File: config.mk
export PLATFORM = sky130hd
export DESIGN_NAME = rice_residual_decoder
export DESIGN_NICKNAME = d
export VERILOG_FILES = /design/src/rtl/rice_residual_decoder.sv
export SDC_FILE = /design/constraint.sdc
export NUM_CORES = 1
export LEC_CHECK = 0
export CORE_MARGIN = 5
export CORE_UTILIZATION = 55
export CTS_CLUSTER_SIZE = 30
export DETAILED_ROUTE_END_ITERATION = 8
export PLACE_DENSITY = 0.82
export SKIP_LAST_GASP = 1
export SLEW_MARGIN = 20
export SYNTH_ARGS = -nofsm -noshare
export SYNTH_HDL_FRONTEND = slang
export SYNTH_SLANG_ARGS = --single-unit
export TNS_END_PERCENT = 10
File: constraint.sdc
create_clock -name iClock -period 4.22 [get_ports iClock]
set_input_delay 0.422 -clock iClock [delete_from_list [all_inputs] [get_ports iClock]]
set_output_delay 0.422 -clock iClock [all_outputs]
set_load 0.005 [all_outputs]
File: src/rtl/rice_residual_decoder.sv
// Rebuilds folded Rice values u = (MSB << k) | LSB, zigzag-decodes them to signed
// residuals and queues them in a show-ahead FIFO while tracking subframe progress.
module rice_residual_decoder #(
    parameter int DEPTH = 8,
    parameter int OUT_W = 16
) (
    input  logic                    iClock,
    input  logic                    iReset,
    input  logic                    iStart,
    input  logic [15:0]             iBlockSize,
    input  logic [3:0]              iPredictorOrder,
    input  logic [15:0]             iMSB,
    input  logic [15:0]             iLSB,
    input  logic [3:0]              iRiceParam,
    input  logic                    iValid,
    output logic signed [OUT_W-1:0] oResidual,
    output logic                    oValid,
    input  logic                    iReady,
    output logic                    oAlmostFull,
    output logic                    oFrameDone,
    output logic [2:0]              oError
);
    localparam int PTR_W = $clog2(DEPTH);
    localparam int CNT_W = PTR_W + 1;
    localparam logic [CNT_W-1:0] FULL_COUNT = CNT_W'(DEPTH);

    typedef enum logic [1:0] {IDLE, RUN, DRAIN, FLUSH} stateType;
    stateType state, stateNext;

    logic [15:0]             expected, inCount, popCount, startExpected;
    logic                    s1Valid, s2Valid;
    logic [OUT_W-1:0]        s1U, uHalf;
    logic signed [OUT_W-1:0] s2Residual, headNext;
    logic signed [OUT_W-1:0] mem [DEPTH];
    logic [PTR_W-1:0]        wrPtr, rdPtr, rdPtrNext;
    logic [CNT_W-1:0]        count, countNext;
    logic [31:0]             uWide;
    logic                    rangeBad, accept, lastAccept, pop, lastPop, push, overflow;
    logic                    frameDoneNext;

    assign startExpected = iBlockSize - {12'b0, iPredictorOrder};
    assign uWide         = ({16'b0, iMSB} << iRiceParam) | {16'b0, iLSB};
    assign rangeBad      = |uWide[31:OUT_W];
    assign uHalf         = s1U >> 1;

    // iStart wins over everything else in its cycle: no accept, no pop, no write.
    assign accept     = iValid && !iStart && (state == RUN);
    assign lastAccept = accept && (inCount + 16'd1 == expected);
    assign pop        = oValid && iReady && !iStart;
    assign lastPop    = pop && (state == DRAIN) && (popCount + 16'd1 == expected);
    assign push       = s2Valid && !iStart && ((count != FULL_COUNT) || pop);
    assign overflow   = s2Valid && !iStart && (count == FULL_COUNT) && !pop;

    // NOTE: every always_comb output gets a default first, so no path can infer a latch.
    always_comb begin
        stateNext     = state;
        frameDoneNext = 1'b0;
        if (iStart) begin
            stateNext = (startExpected != 16'd0) ? RUN : FLUSH;
        end else begin
            case (state)
                RUN:   if (lastAccept) stateNext = DRAIN;
                DRAIN: if (lastPop) begin
                    stateNext     = IDLE;
                    frameDoneNext = 1'b1;
                end
                FLUSH: begin
                    stateNext     = IDLE;
                    frameDoneNext = 1'b1;
                end
                default: ;
            endcase
        end
    end

    always_comb begin
        countNext = count;
        rdPtrNext = rdPtr;
        headNext  = oResidual;
        if (iStart) begin
            countNext = '0;
            rdPtrNext = '0;
        end else begin
            if (pop) rdPtrNext = rdPtr + PTR_W'(1);
            if (push && !pop)      countNext = count + CNT_W'(1);
            else if (pop && !push) countNext = count - CNT_W'(1);
        end
        // Head register bypasses the array when the incoming word becomes the new head.
        if (countNext != '0)
            headNext = (push && (wrPtr == rdPtrNext)) ? s2Residual : mem[rdPtrNext];
    end

    // NOTE: the storage array has no reset; oValid and the head register guard its contents.
    always_ff @(posedge iClock) begin
        if (push) mem[wrPtr] <= s2Residual;
    end

    // NOTE: sequential state uses non-blocking assignments only, so all registers update together.
    always_ff @(posedge iClock or negedge iReset) begin
        if (!iReset) begin
            state       <= IDLE;
            expected    <= '0;
            inCount     <= '0;
            popCount    <= '0;
            s1Valid     <= 1'b0;
            s2Valid     <= 1'b0;
            s1U         <= '0;
            s2Residual  <= '0;
            wrPtr       <= '0;
            rdPtr       <= '0;
            count       <= '0;
            oResidual   <= '0;
            oValid      <= 1'b0;
            oAlmostFull <= 1'b0;
            oFrameDone  <= 1'b0;
            oError      <= '0;
        end else begin
            state       <= stateNext;
            count       <= countNext;
            rdPtr       <= rdPtrNext;
            oResidual   <= headNext;
            oValid      <= (countNext != '0);
            oAlmostFull <= ((FULL_COUNT - countNext) <= CNT_W'(2));
            oFrameDone  <= frameDoneNext;
            oError      <= oError | {iValid && !accept, accept && rangeBad, overflow};
            s1Valid     <= accept;
            s2Valid     <= s1Valid && !iStart;
            if (accept)  s1U        <= uWide[OUT_W-1:0];
            if (s1Valid) s2Residual <= s1U[0] ? ~uHalf : uHalf;
            if (iStart) begin
                expected <= startExpected;
                inCount  <= '0;
                popCount <= '0;
                wrPtr    <= '0;
            end else begin
                if (accept) inCount  <= inCount + 16'd1;
                if (pop)    popCount <= popCount + 16'd1;
                if (push)   wrPtr    <= wrPtr + PTR_W'(1);
            end
        end
    end
endmodule

==> flow_summary.json <==
{
  "wl_mm": 27.1,
  "worstSetupEndpointType": "flop",
  "clock_path_buffers": 3,
  "hold_class": "primary input to asynchronous set/reset pin",
  "syn_area_per_cell_um2": 12.0,
  "die_y_um": 160,
  "synth_seq_cells": 244,
  "die-area_um2": 25700,
  "status": "completed",
  "clock_latency_ns": 0.54,
  "max_slew_margin_pct": 34.4,
  "clock-sinks": 244,
  "slew_viol_final": 0,
  "grt_max_degree": 48,
  "cts_resized": 0,
  "arrival_ns": 3.34,
  "syn2layout_area_growth_pct": 15.1,
  "max-vdd-ir-drop_v": 0.000297,
  "drive_gt1_share_pct": 11.3,
  "layoutNonFillerInstCount": 1405,
  "maxCapViolations": 0,
  "synthCells": 1031,
  "max_freq_mhz": 341,
  "grt_pass1_vias": 8128,
  "port_buffers": 82,
  "dr.pass1.iters": 5,
  "cts-root-buf": "clkbuf_16",
  "detail-route-antenna-nets": 0,
  "synth_cell_types": 76,
  "worst_pin_slew_ns": 0.981,
  "dpl.cell_count": 1358,
  "synthTopCellsByArea": "edfxtp_1, dfrtp_1, mux2i_1",
  "dr.first_iter.drc_count": 679,
  "period_minus_slack_ns": 2.93,
  "synth_area_leader_cell": "edfxtp_1",
  "cp_cell_sequence": "inv_1 > ha_1 > and3b_1 > nor3_2 > a21oi_1 > a221oi_1 > inv_1 > ha_1 > nand2_4 > nor2_4 > a22o_1",
  "leakage_nw": 5.20,
  "crit_fanout": 18,
  "ys_seq_area_share_pct": 54.4,
  "slowest_stage": "a221oi_1",
  "post-route-period-util_pct": 69.4,
  "syn-cell-area_um2": 12400,
  "synthFlopType": "edfxtp_1",
  "cp-start-kind": "flop",
  "numCtsBuffers": 25,
  "finalHoldViolCount": 0,
  "final_util_pct": 63.7,
  "fin_nets": 1176,
  "rsz0062_at_grt": "no",
  "antenna_found_initial": 0,
  "holdWs_ns": 0.389,
  "yosysWarnings": 0,
  "synth.most_common_cell": "edfxtp_1",
  "crit_required_ns": 4.63,
  "tritoncts": "done",
  "worstSetupPathType": "flop to flop",
  "synth_top_area_share_pct": 31.0,
  "track_usage_pct": 21.1,
  "critPathTopFamily": "simple AND/OR/NAND/NOR gates",
  "rows": 55,
  "synth_nets": 1106,
  "regArea_um2": 6750,
  "setup_violations": 0,
  "place.gp.congestion": 0.888,
  "fin_tns_setup_ns": 0,
  "start_util_pct": 55.3,
  "power.density_nw_per_um2": 481,
  "grt_pass1_wl_mm": 44.2,
  "dpl.hpwl_mm": 18.0,
  "ios": 83,
  "vias": 8218,
  "cp_slowest_stage_delay_ns": 0.49,
  "critPathBufInv": 2,
  "drc": 0,
  "synth_commonest_cells": "edfxtp_1, nor2_1, dfrtp_1",
  "routedWlPerCell_um": 19.3,
  "async_flop_share_pct": 47.5,
  "total_power_mw": 6.87,
  "synth_edf_count": 128,
  "clk_pin_slew_worst_paths_ns": 0.06,
  "diodes": 0,
  "post_cts.repair.setup_buffers": 0,
  "avgViaCountPerCell": 5.85,
  "dieWidth_um": 160,
  "fillers": 1692,
  "skew_ns": 0.0158,
  "cts_htree_levels": 1,
  "coreArea_um2": 22400,
  "grt-ovfl-total": 0,
  "multi_input_area_um2": 5250
}
## registers in the layout (all words and copies together), names as in the netlist, 2 cells and up
register / count
state: 2
oResidual: 16
popCount: 16
oError: 3
inCount: 16
s2Residual: 16
expected: 16
mem: 128
count: 4
wrPtr: 3
s1U: 16
rdPtr: 3
## power breakdown
part / switching (mW) / internal, mW
sequential: 0.296 / 2.79
combinational: 0.769 / 0.849
clock: 0.910 / 1.26
## per-stage QoR
step                setup slack [ns]  instance area, um2
global route                    1.08               14300
CTS                             1.27               14300
finish                          1.29               14300
detailed placement             0.878               13500
global placement               0.955               13500
floorplan                      0.783               12400
## cells by family after synthesis
family / Yosys count / share of synthesized area, %
buf+inv: 92 / 3.57
flops: 244 / 54.4
simple gates: 304 / 12.4
fa+ha+maj: 14 / 1.47
xor+xnor: 101 / 7.19
mux: 124 / 12.6
compound gates: 152 / 8.44
## worst paths after layout
kind | start | slack (ns) | end | depth (start not counted)
worst max-delay path | count[1] | 1.29 | oResidual[15] | 11
worst min-delay path | iReset | 0.39 | popCount[12] | 2
worst max register to register | count[1] | 1.29 | oResidual[15] | 11
worst min register to register | oError[1] | 0.46 | oError[1] | 1
max in group asynchronous | iReset | 2.88 | s2Residual[3] | 3
min in group iClock | oError[1] | 0.46 | oError[1] | 1
## layer usage
metal | routed length [um] | GRT usage (%) | up-vias
met2 | 13500 | 35.7 | 244
met4 | 413 | 4.73 | 0
met5 | 0 | 0 | -
met3 | 1680 | 3.28 | 42
li1 | - | - | 3917
met1 | 11500 | 29.0 | 4015
## timing repair
item / CTS / global route
endpoints found under the setup margin: 0 / 0
hold endpoints to repair: 32 / 0
hold buffers: 1 / 0
## cell type report
type,instances,share of cell area [%]
sequential,244,47.2
multi-input combinational,695,36.7
timing repair buffer,105,7.09
clock buffer,31,4.68
tap,285,2.50
clock inverter,15,0.999
inverter,30,0.788
## layout by cell type, fill, tap and decap left out, types with 29 or more instances in the layout
master           netlist  final
a21oi_1               57     57
nand2_1               43     43
xnor2_1               68     68
clkdlybuf4s50_1        0     80
dfrtp_1              116    116
xor2_1                32     32
mux2i_1               93     93
edfxtp_1             128    128
nor2_1               125    124
inv_1                 29     29
(Power assumes the default switching activity.)
